## src/rtl/noc_ni_depacketizer_if.sv

```systemverilog
// Flit-level constants and the router-to-NI flit link.
// Header flits carry marker, source X/Y, destination X/Y and a second marker field.
package noc_ni_pkg;
    localparam int Noc_Data_Width   = 32;
    localparam int Noc_VC_Channel   = 2;
    localparam int Noc_VC_W         = $clog2(Noc_VC_Channel);
    localparam int Noc_ID_X_Width   = 4;
    localparam int Noc_ID_Y_Width   = 4;
    localparam int Noc_Point_H      = 28;
    localparam int Noc_Source_Point = 20;
    localparam int Axi_Len_Point    = 12;
    localparam int Noc_Point_E      = 8;
    localparam logic [Noc_Data_Width-Noc_Point_H-1:0] Noc_Head_H = 4'hE;
    localparam logic [Noc_Data_Width-Noc_Point_H-1:0] Noc_Tail_H = 4'hD;
    localparam logic [Axi_Len_Point-Noc_Point_E-1:0]  Noc_Head_E = 4'hA;
    localparam logic [Axi_Len_Point-Noc_Point_E-1:0]  Noc_Tail_E = 4'h5;
endpackage

interface Noc_flit_interface;
    import noc_ni_pkg::*;

    logic [Noc_Data_Width-1:0] flit;
    logic [Noc_VC_Channel-1:0] valid;
    logic [Noc_VC_Channel-1:0] ready;
    logic [Noc_VC_Channel-1:0] vc_ready;

    modport sender   (output flit, valid, input  ready, vc_ready);
    modport receiver (input  flit, valid, output ready, vc_ready);
    modport master   (output flit, valid, input  ready, vc_ready);
    modport slave    (input  flit, valid, output ready, vc_ready);
endinterface

```

## src/rtl/noc_ni_depacketizer.sv

```systemverilog
// NoC ejection port: per-VC flit FIFOs feeding a one-packet-at-a-time reassembly FSM.
// Optional destination filtering is compiled in with NOC_DEPACK_DEST_CHECK_EN.
module noc_ni_depacketizer
    import noc_ni_pkg::*;
#(
    parameter logic [Noc_ID_X_Width-1:0] X_ID       = '0,
    parameter logic [Noc_ID_Y_Width-1:0] Y_ID       = '0,
    parameter int                        FIFO_DEPTH = 4
) (
    input  logic                       noc_clk,
    input  logic                       noc_rst_n,
    Noc_flit_interface.receiver        noc_receiver_if,
    output logic                       out_valid,
    input  logic                       out_ready,
    output logic [Noc_Data_Width-1:0]  out_data,
    output logic [Noc_ID_X_Width-1:0]  out_src_x,
    output logic [Noc_ID_Y_Width-1:0]  out_src_y,
    output logic [Noc_VC_W-1:0]        out_vc,
    output logic                       out_last,
    output logic                       err_format,
    output logic                       err_dest
);

    localparam int PTR_W = $clog2(FIFO_DEPTH);
    localparam int CNT_W = PTR_W + 1;
    localparam int VC    = Noc_VC_Channel;

    typedef logic [Noc_Data_Width-1:0] flit_t;

    typedef enum logic [2:0] {
        S_IDLE,
        S_HEAD,
        S_FIRST,
        S_BODY,
        S_LAST
`ifdef NOC_DEPACK_DEST_CHECK_EN
        , S_DROP
`endif
    } state_t;

    function automatic logic is_head(input flit_t f);
        return (f[Noc_Data_Width-1:Noc_Point_H] == Noc_Head_H) &&
               (f[Axi_Len_Point-1:Noc_Point_E] == Noc_Head_E);
    endfunction

    function automatic logic is_tail(input flit_t f);
        return (f[Noc_Data_Width-1:Noc_Point_H] == Noc_Tail_H) &&
               (f[Axi_Len_Point-1:Noc_Point_E] == Noc_Tail_E);
    endfunction

    logic [VC-1:0]     w_wr_en;
    logic              w_wr_found;
    logic              w_wr_multi;
    logic              w_wr_ovf;
    logic [VC-1:0]     w_push;
    logic [VC-1:0]     w_pop;
    logic [VC-1:0]     w_empty;
    logic [VC-1:0]     w_full;
    flit_t             w_head [VC];
    logic [CNT_W-1:0]  w_count_next [VC];
    logic [VC-1:0]     r_ready;
    logic [VC-1:0]     r_vc_ready;

    state_t                    r_state, w_state_next;
    logic [Noc_VC_W-1:0]       r_lock_vc, w_lock_vc_next;
    logic [Noc_VC_W-1:0]       r_rr_ptr, w_rr_next;
    flit_t                     r_stage, w_stage_next;
    logic [Noc_ID_X_Width-1:0] r_src_x, w_src_x_next;
    logic [Noc_ID_Y_Width-1:0] r_src_y, w_src_y_next;
    logic                      r_err_format;
    logic                      w_err_fmt_rd;
    logic                      w_pop_lock;
    logic                      w_out_valid;
    logic                      w_out_last;
    logic [Noc_VC_W-1:0]       w_sel_vc;
    logic                      w_sel_found;
    flit_t                     w_cur;
    logic                      w_cur_avail;

    // Write side: only the lowest asserted valid is accepted per cycle.
    always_comb begin
        w_wr_en    = '0;
        w_wr_found = 1'b0;
        w_wr_multi = 1'b0;
        for (int v = 0; v < VC; v++) begin
            if (noc_receiver_if.valid[v]) begin
                if (!w_wr_found) begin
                    w_wr_en[v] = 1'b1;
                    w_wr_found = 1'b1;
                end else begin
                    w_wr_multi = 1'b1;
                end
            end
        end
    end

    assign w_wr_ovf = |(w_wr_en & w_full);

    for (genvar gi = 0; gi < VC; gi++) begin : g_vc
        flit_t            r_mem [FIFO_DEPTH];
        logic [PTR_W-1:0] r_wr_ptr;
        logic [PTR_W-1:0] r_rd_ptr;
        logic [CNT_W-1:0] r_count;

        always_ff @(posedge noc_clk) begin
            if (w_push[gi]) begin
                r_mem[r_wr_ptr] <= noc_receiver_if.flit;
            end
        end

        always_ff @(posedge noc_clk or negedge noc_rst_n) begin
            if (!noc_rst_n) begin
                r_wr_ptr <= '0;
                r_rd_ptr <= '0;
                r_count  <= '0;
            end else begin
                if (w_push[gi]) r_wr_ptr <= r_wr_ptr + 1'b1;
                if (w_pop[gi])  r_rd_ptr <= r_rd_ptr + 1'b1;
                r_count <= w_count_next[gi];
            end
        end

        assign w_count_next[gi] = r_count + CNT_W'(w_push[gi]) - CNT_W'(w_pop[gi]);
        assign w_head[gi]       = r_mem[r_rd_ptr];
        assign w_empty[gi]      = (r_count == '0);
        assign w_full[gi]       = (r_count == CNT_W'(FIFO_DEPTH));
        assign w_push[gi]       = w_wr_en[gi] && !w_full[gi];
        assign w_pop[gi]        = w_pop_lock && (r_lock_vc == Noc_VC_W'(gi));
    end

    // ready keeps one slot spare for the flit the router launched before seeing it drop.
    always_ff @(posedge noc_clk or negedge noc_rst_n) begin
        if (!noc_rst_n) begin
            r_ready    <= '1;
            r_vc_ready <= '1;
        end else begin
            for (int v = 0; v < VC; v++) begin
                r_ready[v]    <= (w_count_next[v] <= CNT_W'(FIFO_DEPTH - 2));
                r_vc_ready[v] <= (w_count_next[v] == '0) &&
                                 !((w_state_next != S_IDLE) && (w_lock_vc_next == Noc_VC_W'(v)));
            end
        end
    end

    assign noc_receiver_if.ready    = r_ready;
    assign noc_receiver_if.vc_ready = r_vc_ready;

    // Round-robin pick of a non-empty FIFO, starting at r_rr_ptr.
    always_comb begin
        w_sel_found = 1'b0;
        w_sel_vc    = r_rr_ptr;
        for (int k = 0; k < VC; k++) begin
            if (!w_sel_found && !w_empty[(int'(r_rr_ptr) + k) % VC]) begin
                w_sel_found = 1'b1;
                w_sel_vc    = Noc_VC_W'((int'(r_rr_ptr) + k) % VC);
            end
        end
    end

    assign w_cur       = w_head[r_lock_vc];
    assign w_cur_avail = !w_empty[r_lock_vc];

`ifdef NOC_DEPACK_DEST_CHECK_EN
    logic r_err_dest, w_err_dest_next;
`endif

    always_comb begin
        w_state_next   = r_state;
        w_lock_vc_next = r_lock_vc;
        w_rr_next      = r_rr_ptr;
        w_stage_next   = r_stage;
        w_src_x_next   = r_src_x;
        w_src_y_next   = r_src_y;
        w_pop_lock     = 1'b0;
        w_err_fmt_rd   = 1'b0;
        w_out_valid    = 1'b0;
        w_out_last     = 1'b0;
`ifdef NOC_DEPACK_DEST_CHECK_EN
        w_err_dest_next = 1'b0;
`endif
        case (r_state)
            S_IDLE: begin
                if (w_sel_found) begin
                    w_lock_vc_next = w_sel_vc;
                    w_rr_next      = Noc_VC_W'((int'(w_sel_vc) + 1) % VC);
                    w_state_next   = S_HEAD;
                end
            end
            S_HEAD: begin
                if (w_cur_avail) begin
                    w_pop_lock = 1'b1;
                    if (!is_head(w_cur)) begin
                        w_err_fmt_rd = 1'b1;
                        w_state_next = S_IDLE;
                    end else begin
                        w_src_x_next = w_cur[Noc_Point_H-1 -: Noc_ID_X_Width];
                        w_src_y_next = w_cur[Noc_Point_H-Noc_ID_X_Width-1 -: Noc_ID_Y_Width];
`ifdef NOC_DEPACK_DEST_CHECK_EN
                        if ((w_cur[Noc_Source_Point-1 -: Noc_ID_X_Width] != X_ID) ||
                            (w_cur[Noc_Source_Point-Noc_ID_X_Width-1 -: Noc_ID_Y_Width] != Y_ID)) begin
                            w_err_dest_next = 1'b1;
                            w_state_next    = S_DROP;
                        end else begin
                            w_state_next = S_FIRST;
                        end
`else
                        w_state_next = S_FIRST;
`endif
                    end
                end
            end
            S_FIRST: begin
                if (w_cur_avail) begin
                    if (is_head(w_cur)) begin
                        w_err_fmt_rd = 1'b1;
                        w_state_next = S_HEAD;
                    end else if (is_tail(w_cur)) begin
                        w_pop_lock   = 1'b1;
                        w_err_fmt_rd = 1'b1;
                        w_state_next = S_IDLE;
                    end else begin
                        w_pop_lock   = 1'b1;
                        w_stage_next = w_cur;
                        w_state_next = S_BODY;
                    end
                end
            end
            S_BODY: begin
                // The staged word is only offered once the next flit proves it is not the last one.
                if (w_cur_avail) begin
                    if (is_head(w_cur)) begin
                        w_err_fmt_rd = 1'b1;
                        w_state_next = S_HEAD;
                    end else if (is_tail(w_cur)) begin
                        w_pop_lock   = 1'b1;
                        w_state_next = S_LAST;
                    end else begin
                        w_out_valid = 1'b1;
                        if (out_ready) begin
                            w_pop_lock   = 1'b1;
                            w_stage_next = w_cur;
                        end
                    end
                end
            end
            S_LAST: begin
                w_out_valid = 1'b1;
                w_out_last  = 1'b1;
                if (out_ready) begin
                    w_state_next = S_IDLE;
                end
            end
`ifdef NOC_DEPACK_DEST_CHECK_EN
            S_DROP: begin
                if (w_cur_avail) begin
                    if (is_head(w_cur)) begin
                        w_state_next = S_HEAD;
                    end else begin
                        w_pop_lock = 1'b1;
                        if (is_tail(w_cur)) w_state_next = S_IDLE;
                    end
                end
            end
`endif
            default: w_state_next = S_IDLE;
        endcase
    end

    always_ff @(posedge noc_clk or negedge noc_rst_n) begin
        if (!noc_rst_n) begin
            r_state      <= S_IDLE;
            r_lock_vc    <= '0;
            r_rr_ptr     <= '0;
            r_stage      <= '0;
            r_src_x      <= '0;
            r_src_y      <= '0;
            r_err_format <= 1'b0;
        end else begin
            r_state      <= w_state_next;
            r_lock_vc    <= w_lock_vc_next;
            r_rr_ptr     <= w_rr_next;
            r_stage      <= w_stage_next;
            r_src_x      <= w_src_x_next;
            r_src_y      <= w_src_y_next;
            r_err_format <= w_err_fmt_rd | w_wr_multi | w_wr_ovf;
        end
    end

`ifdef NOC_DEPACK_DEST_CHECK_EN
    always_ff @(posedge noc_clk or negedge noc_rst_n) begin
        if (!noc_rst_n) r_err_dest <= 1'b0;
        else            r_err_dest <= w_err_dest_next;
    end
    assign err_dest = r_err_dest;
`else
    assign err_dest = 1'b0;
`endif

    assign out_valid  = w_out_valid;
    assign out_last   = w_out_last;
    assign out_data   = r_stage;
    assign out_src_x  = r_src_x;
    assign out_src_y  = r_src_y;
    assign out_vc     = r_lock_vc;
    assign err_format = r_err_format;

endmodule
```

## src/flat_wrapper.sv

```systemverilog
// flat-port wrapper written by rule: the top's interface ports become plain ports
module noc_ni_depacketizer_flat import noc_ni_pkg::*;
#(
    parameter logic [Noc_ID_X_Width-1:0] X_ID       = '0,
    parameter logic [Noc_ID_Y_Width-1:0] Y_ID       = '0,
    parameter int                        FIFO_DEPTH = 4
)
  (noc_clk, noc_rst_n, out_valid, out_ready, out_data, out_src_x, out_src_y, out_vc, out_last, err_format, err_dest, noc_receiver_if_flit, noc_receiver_if_valid, noc_receiver_if_ready, noc_receiver_if_vc_ready);
  Noc_flit_interface noc_receiver_if_i ();
  input  logic noc_clk;
  input  logic noc_rst_n;
  output logic out_valid;
  input  logic out_ready;
  output logic [Noc_Data_Width-1:0] out_data;
  output logic [Noc_ID_X_Width-1:0] out_src_x;
  output logic [Noc_ID_Y_Width-1:0] out_src_y;
  output logic [Noc_VC_W-1:0] out_vc;
  output logic out_last;
  output logic err_format;
  output logic err_dest;
  input wire logic [$bits(noc_receiver_if_i.flit)-1:0] noc_receiver_if_flit;
  input wire logic [$bits(noc_receiver_if_i.valid)-1:0] noc_receiver_if_valid;
  output wire logic [$bits(noc_receiver_if_i.ready)-1:0] noc_receiver_if_ready;
  output wire logic [$bits(noc_receiver_if_i.vc_ready)-1:0] noc_receiver_if_vc_ready;
  assign noc_receiver_if_i.flit = noc_receiver_if_flit;
  assign noc_receiver_if_i.valid = noc_receiver_if_valid;
  assign noc_receiver_if_ready = noc_receiver_if_i.ready;
  assign noc_receiver_if_vc_ready = noc_receiver_if_i.vc_ready;
  noc_ni_depacketizer #(.X_ID(X_ID), .Y_ID(Y_ID), .FIFO_DEPTH(FIFO_DEPTH)) u_core (.noc_clk(noc_clk), .noc_rst_n(noc_rst_n), .noc_receiver_if(noc_receiver_if_i), .out_valid(out_valid), .out_ready(out_ready), .out_data(out_data), .out_src_x(out_src_x), .out_src_y(out_src_y), .out_vc(out_vc), .out_last(out_last), .err_format(err_format), .err_dest(err_dest));
endmodule
```

## config.mk

```make
export PLATFORM = sky130hd
export DESIGN_NAME = noc_ni_depacketizer_flat
export DESIGN_NICKNAME = d
export VERILOG_FILES = /design/src/rtl/noc_ni_depacketizer_if.sv /design/src/rtl/noc_ni_depacketizer.sv /design/src/flat_wrapper.sv
export SDC_FILE = /design/constraint.sdc
export NUM_CORES = 1
export LEC_CHECK = 0
export ABC_AREA = 0
export CAP_MARGIN = 20
export CORE_UTILIZATION = 45
export CTS_CLUSTER_DIAMETER = 80
export CTS_CLUSTER_SIZE = 16
export DETAILED_ROUTE_END_ITERATION = 12
export SLEW_MARGIN = 20
export SYNTH_ARGS = -nofsm -noshare
export SYNTH_HDL_FRONTEND = slang
export SYNTH_SLANG_ARGS = --single-unit
```

## constraint.sdc

```tcl
create_clock -name noc_clk -period 10.3 [get_ports noc_clk]
set_input_delay 1.03 -clock noc_clk [delete_from_list [all_inputs] [get_ports noc_clk]]
set_output_delay 1.03 -clock noc_clk [all_outputs]
set_load 0.005 [all_outputs]
```

==> impl_metrics.py, run 1 <==
metrics = {
    "synthesis": {
        "ys_warn_count": 0,
        "yosysTopAreaCell": "edfxtp_1",
        "synth_edf_count": 256,
        "synth.top_cell.area_share_pct": 61.21,
        "async_reset_ff_share_pct": 20.00,
        "synth.distinct_cells": 54,
        "synth.area.top_cells": "edfxtp_1, dfrtp_1, mux4_2, mux2i_1, nand2_1",
        "avgSynthCellArea_sq_um": 18.50,
        "synth-seq-cells": 320,
        "synthFlopType": "edfxtp_1",
        "synth.yosys.seq_area_share_pct": 74.00,
        "netlist_instances": 679,
        "ys_top_cells_by_count": "edfxtp_1, nand2_1, dfrtp_1",
        "synth_nets": 730,
        "synthesis.area_sq_um": 12560,
        "yosysMostFrequentCell": "edfxtp_1",
    },
    "status": {
        "outcome": "complete, no violations",
    },
    "global_routing": {
        "grt_usage_pct": 18.74,
        "gr-total-overflow": 0,
        "grt_pass1_wl_mm": 40.09,
        "grt_max_degree": 65,
        "antenna_found_initial": 0,
        "grt_pass1_vias": 6842,
    },
    "power": {
        "pwr-share-clk_pct": 20.5,
        "p_sw_mw": 1.316,
        "intPower_mw": 2.794,
        "pwr_density_cell_nw_per_um2": 283.7,
        "peakVddDrop_v": 0.0001418,
        "finalPower_mw": 4.110,
        "seqPwrFrac_pct": 44.7,
        "comb_power_share_pct": 34.8,
        "switching_share_pct": 32.01,
        "p_leak_nw": 5.102,
    },
    "finish": {
        "fillers": 2229,
        "final_area_sq_um": 14490,
        "multiInputGateArea_sq_um": 3073,
        "area_growth_pct": 15.34,
        "nNetsFinal": 819,
        "fin_util_pct": 53.31,
        "drive_gt1_share_pct": 15.67,
        "seqCellArea_sq_um": 9298,
        "num_antenna_cells": 0,
    },
    "drt": {
        "vias": 6264,
        "met1_length_mm": 11.24,
        "viasPerCell": 5.414,
        "drt-total-wl_mm": 25.47,
        "wl_per_cell_um": 22.01,
        "drc_errors": 0,
        "ant_nets": 0,
        "drt-initial-drc-count": 435,
        "drtPass1Iterations": 4,
        "wl_met3_mm": 1.116,
        "met2_length_mm": 12.39,
        "routed.top_layer": "met4",
    },
    "critical_path": {
        "slowest_delay_ns": 0.83,
        "worst-path-buf-inv": 2,
        "start_kind": "flop",
        "crit_required_ns": 9.27,
        "worstPathCellList": "buf_4 > nand2b_1 > o22ai_1 > or2_2 > or4b_1 > o2111ai_1 > nand2_1 > clkdlybuf4s50_1",
        "r2r_setup_slack_ns": 5.29,
        "crit_path_top_delay_cell": "dfrtp_1",
        "cp-endpoint": "out_valid",
        "path_class": "flop to output pin",
        "r2r_start": "u_core.g_vc[1].r_rd_ptr[1]",
        "cp-startpoint": "u_core.g_vc[1].r_rd_ptr[1]",
        "reg2regPathDepth": 17,
        "cp.arrival_ns": 4.05,
        "worstSetupEndpointType": "output pin",
        "cp.depth": 8,
        "cp_top_family": "simple AND/OR/NAND/NOR gates",
        "cp_max_fo": 22,
        "rr_endpoint": "u_core.noc_receiver_if.vc_ready[1]",
    },
    "sta": {
        "relSlewSlack_pct": 25.74,
        "rsz0062_at_grt": "false",
        "timing.hold.ws_ns": 0.4832,
        "maxSlewViolCount": 0,
        "finalHoldViolCount": 0,
        "setup_tns_ns": 0,
        "fin_worst_skew_ns": 0.01281,
        "min_period_ns": 5.082,
        "tightest_slew_ns": 1.114,
        "fin_crit_sh_pct": 49.34,
        "setup_viol": 0,
        "max_freq_mhz": 196.8,
    },
    "place": {
        "portBuffers": 84,
        "dp_hpwl_mm": 14.45,
        "placed_area_sq_um": 13810,
        "gp_congestion": 0.7949,
    },
    "flow_run": {
        "max-cap-violations": 0,
    },
    "floorplan": {
        "dieHeight_um": 169.1,
        "initial_utilization_pct": 46.22,
        "dieArea_sq_um": 28580,
        "rows": 60,
        "ioPinCount": 86,
        "placeableCoreArea_sq_um": 27180,
        "die_w_um": 169.1,
    },
    "cts": {
        "clkLatencyLatePin_ns": 0.53,
        "cts_tree": "built",
        "htreeDepth": 1,
        "cts_buffer_depth": 3,
        "cts_setup_buffers": 0,
        "ctsHoldBuffers": 0,
        "path_clk_slew_ns": 0.07,
        "cts.sinks": 320,
        "cts_buffers": 23,
        "cts_resized": 0,
        "cts-root-buf": "clkbuf_16",
    },
    "hold_path": {
        "hold_path_class": "flop to flop",
    },
}
## metrics by stage
stage / setup slack [ns] / instances
after floorplan: 6.365 / 679
after global placement: 5.474 / 1114
after detailed placement: 5.286 / 1114
after CTS: 5.202 / 1156
after global routing: 4.825 / 1157
final: 5.218 / 1157
## flip-flops by register name, indices dropped and copies added (netlist names)
name,cells
u_core.out_src_x,4
u_core.g_vc.r_rd_ptr,4
u_core.r_state,3
u_core.noc_receiver_if.vc_ready,2
u_core.out_vc,1
u_core.noc_receiver_if.ready,2
u_core.g_vc.r_wr_ptr,4
u_core.out_src_y,4
u_core.g_vc.r_mem,256
u_core.err_format,1
u_core.out_data,32
u_core.r_rr_ptr,1
u_core.g_vc.r_count,6
## per-layer routing
metal	vias to the layer above	GRT usage [%]
met4	0	5.640
met1	3216	25.88
met5	-	0
met2	184	31.21
met3	44	2.525
li1	2820	-
## worst register-to-register path, delay by kind of cell (launching register included)
family / cells / cell delay, ns
simple gates: 5 / 1.51
fa+ha+maj: 3 / 0.83
compound gates: 4 / 0.78
buf+inv: 3 / 0.62
flops: 1 / 0.83
xor+xnor: 2 / 0.36
## how the worst min path moves through the flow
stage,cells after the start,from,slack (ns),end
after floorplan,1,u_core.r_rr_ptr,0.46,u_core.r_rr_ptr
after global placement,1,u_core.out_data[9],0.46,u_core.out_data[9]
after CTS,2,u_core.out_data[5],0.49,u_core.out_data[5]
after detailed placement,2,u_core.out_data[5],0.47,u_core.out_data[5]
after global routing,1,u_core.out_src_x[0],0.52,u_core.out_src_x[0]
final,2,u_core.out_data[2],0.48,u_core.out_data[2]
## power by group through the flow
stage,Combinational [mW],Sequential [mW],Clock [mW]
4_1_cts,1.44,1.86,0.861
5_1_grt,1.59,1.87,0.901
6_report,1.43,1.84,0.841
2_1_floorplan,0.961,1.81,0
3_5_place_dp,1.43,1.89,0
3_3_place_gp,1.40,1.87,0
## cells by family (layout without fill, tap and decap cells)
kind of cell	after synthesis	count (layout)	synth area share, %
compound gates	68	68	3.576
xor+xnor	10	10	0.6973
fa+ha+maj	14	14	1.514
buf+inv	50	156	1.714
flops	320	320	74.00
mux	112	112	14.60
other cells	1	1	0.02986
simple gates	104	104	3.865
## layout by cell type (no fill, tap or decap), drive strengths merged, types with 5 or more instances in the layout
master | Yosys | routed
nand2 | 63 | 63
clkdlybuf4s50 | 0 | 83
a21oi | 7 | 7
inv | 19 | 20
nor2 | 8 | 8
mux4 | 55 | 55
o22a | 5 | 5
xnor2 | 6 | 6
ha | 12 | 12
and2 | 5 | 5
mux2 | 20 | 20
mux2i | 37 | 37
clkbuf | 11 | 41
nand2b | 5 | 5
o21ai | 28 | 28
o22ai | 9 | 9
a211oi | 5 | 5
edfxtp | 256 | 256
dfrtp | 60 | 60
buf | 19 | 11
## cell type report
cell class,count,share of cell area [%]
repair buffers,94,6.374
clock buffers,41,4.439
clock inverters,1,0.06046
multi-input cells,309,21.21
well taps,372,3.213
inverters,20,0.5182
flip-flops and latches,320,64.18
(Power assumes the default switching activity.)
==> run 2: changes to the inputs <==
clock period = 4.7 ns   (was 10.3 ns; I/O delays follow)
==> impl_metrics.py, run 2 (synthesis gave the netlist of run 1 again) <==
metrics = {
    "drt": {
        "drtPass1Iterations": 4,
        "drt-total-wl_mm": 25.79,
        "ant_nets": 0,
        "wl_per_cell_um": 22.06,
        "drc_errors": 0,
        "viasPerCell": 5.413,
        "drt-initial-drc-count": 456,
        "vias": 6328,
    },
    "sta": {
        "setup_viol": 0,
        "finalHoldViolCount": 0,
        "tightest_slew_ns": 1.050,
        "setup_tns_ns": 0,
        "rsz0062_at_grt": "false",
        "min_period_ns": 4.377,
        "fin_crit_sh_pct": 93.12,
        "max_freq_mhz": 228.5,
        "maxSlewViolCount": 0,
        "relSlewSlack_pct": 30.01,
        "fin_worst_skew_ns": 0.01461,
    },
    "finish": {
        "mostFrequentLayoutCell": "edfxtp_1",
        "final_area_sq_um": 14590,
        "area_growth_pct": 16.13,
        "num_antenna_cells": 0,
        "largest_register_ffs": 256,
        "fillers": 2165,
        "nNetsFinal": 831,
        "drive_gt1_share_pct": 16.94,
        "regMostFlops": "u_core.g_vc.r_mem",
        "layout_common_cells": "edfxtp_1, clkdlybuf4s50_1, nand2_1",
    },
    "cts": {
        "ctsHoldBuffers": 0,
        "path_clk_slew_ns": 0.08,
        "cts_setup_buffers": 0,
        "cts_tree": "built",
        "cts-root-buf": "clkbuf_16",
        "clkLatencyLatePin_ns": 0.52,
        "cts_resized": 0,
        "cts_buffer_depth": 3,
        "cts.sinks": 320,
        "htreeDepth": 1,
        "cts_buffers": 23,
    },
    "global_routing": {
        "grt_max_degree": 65,
        "gr-total-overflow": 0,
        "antenna_found_initial": 0,
        "grt_pass1_vias": 6806,
        "grt_usage_pct": 18.84,
        "grt_pass1_wl_mm": 40.10,
    },
    "place": {
        "portBuffers": 84,
        "placed_area_sq_um": 13900,
        "dp_hpwl_mm": 15.59,
        "gp_congestion": 0.8260,
    },
    "floorplan": {
        "placeableCoreArea_sq_um": 27180,
        "die_w_um": 169.1,
        "dieArea_sq_um": 28580,
        "dieHeight_um": 169.1,
        "ioPinCount": 86,
        "initial_utilization_pct": 46.22,
        "rows": 60,
    },
    "critical_path": {
        "cp.arrival_ns": 4.82,
        "rr_endpoint": "u_core.noc_receiver_if.vc_ready[1]",
        "slowest_delay_ns": 0.80,
        "r2r_setup_slack_ns": 0.32,
        "reg2regPathDepth": 16,
        "crit_required_ns": 5.14,
        "worstPathCellList": "nand2b_1 > o22ai_1 > or2_2 > or4b_1 > o21ai_1 > a211oi_2 > ha_1 > inv_1 > ha_1 > inv_1 > fa_1 > xnor2_1 > xnor2_1 > nor3_1 > nand3_1 > o22ai_1",
        "path_class": "flop to flop",
        "crit_path_top_delay_cell": "dfrtp_1",
        "start_kind": "flop",
        "cp-startpoint": "u_core.g_vc[1].r_rd_ptr[1]",
        "cp-endpoint": "u_core.noc_receiver_if.vc_ready[1]",
        "worstSetupEndpointType": "flop",
        "r2r_start": "u_core.g_vc[1].r_rd_ptr[1]",
        "cp_max_fo": 13,
    },
    "power": {
        "p_leak_nw": 5.164,
        "peakVddDrop_v": 0.0002809,
        "pwr_density_cell_nw_per_um2": 625.8,
    },
    "status": {
        "outcome": "complete, no violations",
    },
    "flow_run": {
        "max-cap-violations": 0,
    },
    "hold_path": {
        "hold_path_class": "input port to asynchronous set/reset pin",
    },
}
## run 2: cell types whose count changed in the layout (fill, tap and decap cells not counted), sizes merged
cell,before,now
buf,11,23
## run 2: stage by stage
| step | power, mW | util, % | hold slack [ns] | setup WS, ns | instances |
|---|---|---|---|---|---|
| detailed placement | 7.348 | 51.15 | 0.4764 | 0.3538 | 1126 |
| floorplan | 6.076 | - | 0.1744 | 0.7650 | 679 |
| global placement | 7.254 | 51.15 | 0.4605 | 0.5404 | 1126 |
| global route | 9.657 | 53.67 | 0.2330 | 0.02560 | 1169 |
| CTS | 9.195 | 53.55 | 0.1902 | 0.3302 | 1168 |
| finish | 9.128 | 53.67 | 0.1647 | 0.3231 | 1169 |
## run 2: worst min path at each step
stage                  startpoint  cells past startpoint  slack (ns)                  end
4_1_cts                 noc_rst_n                      2        0.19  u_core.out_src_y[3]
2_1_floorplan           noc_rst_n                      0        0.17    u_core.err_format
5_1_grt                 noc_rst_n                      2        0.23  u_core.out_src_y[3]
3_3_place_gp   u_core.out_data[9]                      1        0.46   u_core.out_data[9]
3_5_place_dp   u_core.out_data[3]                      2        0.48   u_core.out_data[3]
6_report                noc_rst_n                      2        0.16  u_core.out_src_y[3]
## run 2: where the power goes
part           switching, mW  leakage (nW)  total, mW  internal [mW]
sequential             0.362          3.11       4.09           3.73
combinational           1.64          1.75       3.19           1.55
clock                  0.922         0.309       1.85          0.928
## run 2: routing by layer
metal  track usage [%]  routed length, um
met5                 0                  0
met4             4.583                560
met3             2.525               1123
met2             31.89              12750
met1             26.00              11360
## run 2: cell type report
| type | instances | area (sq um) | share of cell area [%] |
|---|---|---|---|
| clock inverters | 1 | 8.758 | 0.06005 |
| repair buffers | 106 | 1021 | 7.000 |
| inverters | 20 | 75.07 | 0.5147 |
| well taps | 372 | 465.4 | 3.191 |
| multi-input cells | 309 | 3069 | 21.04 |
| clock buffers | 41 | 643.1 | 4.409 |
| flip-flops and latches | 320 | 9303 | 63.78 |
## run 2: worst max-delay path, delay by kind of cell, from the launching register on
family / cells / cell delay, ns
fa+ha+maj: 3 / 0.86
simple gates: 5 / 1.46
flops: 1 / 0.80
buf+inv: 2 / 0.11
compound gates: 4 / 0.76
xor+xnor: 2 / 0.31
==> run 3: changes to the inputs <==
CTS_CLUSTER_DIAMETER = default   (was 80)
==> impl_metrics.py, run 3 (synthesis gave the netlist of run 1 again) <==
metrics = {
    "global_routing": {
        "grt_max_degree": 65,
        "gr-total-overflow": 0,
        "antenna_found_initial": 0,
        "grt_pass1_wl_mm": 40.54,
        "grt_pass1_vias": 6908,
        "grt_usage_pct": 19.17,
    },
    "cts": {
        "clkLatencyLatePin_ns": 0.51,
        "cts-root-buf": "clkbuf_16",
        "cts_buffer_depth": 3,
        "cts.sinks": 320,
        "cts_buffers": 35,
        "ctsHoldBuffers": 0,
        "path_clk_slew_ns": 0.06,
        "htreeDepth": 2,
        "cts_tree": "built",
    },
    "sta": {
        "setup_tns_ns": 0,
        "rsz0062_at_grt": "false",
        "setup_viol": 0,
        "fin_crit_sh_pct": 93.31,
        "relSlewSlack_pct": 29.67,
        "maxSlewViolCount": 0,
        "max_freq_mhz": 228.0,
        "fin_worst_skew_ns": 0.01640,
        "tightest_slew_ns": 1.055,
        "min_period_ns": 4.385,
        "finalHoldViolCount": 0,
    },
    "critical_path": {
        "reg2regPathDepth": 16,
        "worstPathCellList": "nand2b_1 > o22ai_1 > or2_2 > or4b_1 > o21ai_1 > a211oi_2 > ha_1 > inv_1 > ha_1 > inv_1 > fa_1 > xnor2_1 > xnor2_1 > nor3_1 > nand3_1 > o22ai_1",
        "r2r_setup_slack_ns": 0.31,
        "crit_required_ns": 5.12,
        "slowest_delay_ns": 0.80,
        "r2r_start": "u_core.g_vc[1].r_rd_ptr[1]",
        "cp-endpoint": "u_core.noc_receiver_if.vc_ready[1]",
        "path_class": "flop to flop",
        "rr_endpoint": "u_core.noc_receiver_if.vc_ready[1]",
        "worstSetupEndpointType": "flop",
        "cp_max_fo": 13,
        "cp-startpoint": "u_core.g_vc[1].r_rd_ptr[1]",
        "crit_path_top_delay_cell": "dfrtp_1",
        "start_kind": "flop",
        "cp.arrival_ns": 4.81,
    },
    "power": {
        "p_leak_nw": 5.385,
        "pwr_density_cell_nw_per_um2": 661.2,
        "peakVddDrop_v": 0.0002946,
        "finalPower_mw": 9.950,
    },
    "finish": {
        "nNetsFinal": 843,
        "seqCellArea_sq_um": 9300,
        "fillers": 2107,
        "largest_register_ffs": 256,
        "regMostFlops": "u_core.g_vc.r_mem",
        "area_growth_pct": 19.81,
        "num_antenna_cells": 0,
        "fin_util_pct": 55.37,
        "drive_gt1_share_pct": 19.83,
        "multiInputGateArea_sq_um": 3069,
        "mostFrequentLayoutCell": "edfxtp_1",
        "layout_common_cells": "edfxtp_1, clkdlybuf4s50_1, nand2_1",
    },
    "place": {
        "gp_congestion": 0.8260,
        "dp_hpwl_mm": 15.59,
        "portBuffers": 84,
    },
    "drt": {
        "ant_nets": 0,
        "drtPass1Iterations": 5,
        "drt-total-wl_mm": 25.95,
        "drt-initial-drc-count": 463,
        "viasPerCell": 5.423,
        "drc_errors": 0,
        "wl_per_cell_um": 21.82,
        "vias": 6448,
    },
    "floorplan": {
        "placeableCoreArea_sq_um": 27180,
        "dieArea_sq_um": 28580,
        "rows": 60,
        "initial_utilization_pct": 46.22,
        "ioPinCount": 86,
        "die_w_um": 169.1,
        "dieHeight_um": 169.1,
    },
    "status": {
        "outcome": "complete, no violations",
    },
    "flow_run": {
        "max-cap-violations": 0,
    },
    "hold_path": {
        "hold_path_class": "input port to asynchronous set/reset pin",
    },
}
==> run 3: cell types whose count changed in the layout (fill, tap and decap cells not counted), sizes merged <==
cell | previous run | this run
bufinv | 0 | 4
clkinvlp | 0 | 5
clkbuf | 41 | 44
clkinv | 1 | 9
==> run 3: per-layer routing <==
layer	up-vias	routed length, um	GRT usage, %
met5	-	0	0
met2	176	12680	31.98
li1	2884	-	-
met4	0	710	6.424
met3	51	1181	3.110
met1	3337	11370	25.80
==> run 3: final cells by class <==
cell class	count	share of cell area, %
tap	372	3.093
clock buffer	44	6.045
timing repair buffer	106	6.785
multi-input combinational	309	20.40
inverter	20	0.4989
clock inverter	18	1.380
sequential	320	61.80
==> run 3: worst min-delay path by stage <==
stage | from | end | cells past startpoint
2_1_floorplan | noc_rst_n | u_core.err_format | 0
3_3_place_gp | u_core.out_data[9] | u_core.out_data[9] | 1
3_5_place_dp | u_core.out_data[3] | u_core.out_data[3] | 2
4_1_cts | noc_rst_n | u_core.out_src_y[3] | 2
5_1_grt | noc_rst_n | u_core.out_data[24] | 2
6_report | noc_rst_n | u_core.out_src_y[3] | 2
==> run 3: worst max-delay path: cells and delay by family, from the launching register on <==
family,cells,cell delay (ns)
xor gates and xnor gates,2,0.31
buffers and inverters,2,0.11
DFF,1,0.80
and+or+nand+nor,5,1.47
AOI/OAI and AO/OA,4,0.75
adders and majority gates,3,0.86
==> run 3: through the flow <==
stage	hold WS, ns	worst slack [ns]	cells	area [sq um]
finish	0.1914	0.3145	1189	15050
global route	0.2691	0.004540	1189	15050
floorplan	0.1744	0.7650	679	12560
CTS	0.2157	0.3362	1188	15020
detailed placement	0.4764	0.3538	1126	13900
global placement	0.4605	0.5404	1126	13900
==> run 3: timing repair <==
action / in CTS / in global routing
endpoints found under the hold margin: 0 / 0
endpoints found under the setup margin: 0 / 1
resized for setup: 0 / 1
setup buffers: 0 / 0
==> run 3: power by group <==
| part | switching, mW | internal (mW) | leakage (nW) |
|---|---|---|---|
| sequential | 0.362 | 3.73 | 3.11 |
| clock | 1.07 | 1.60 | 0.531 |
| combinational | 1.64 | 1.55 | 1.75 |
| total | 3.07 | 6.88 | 5.39 |
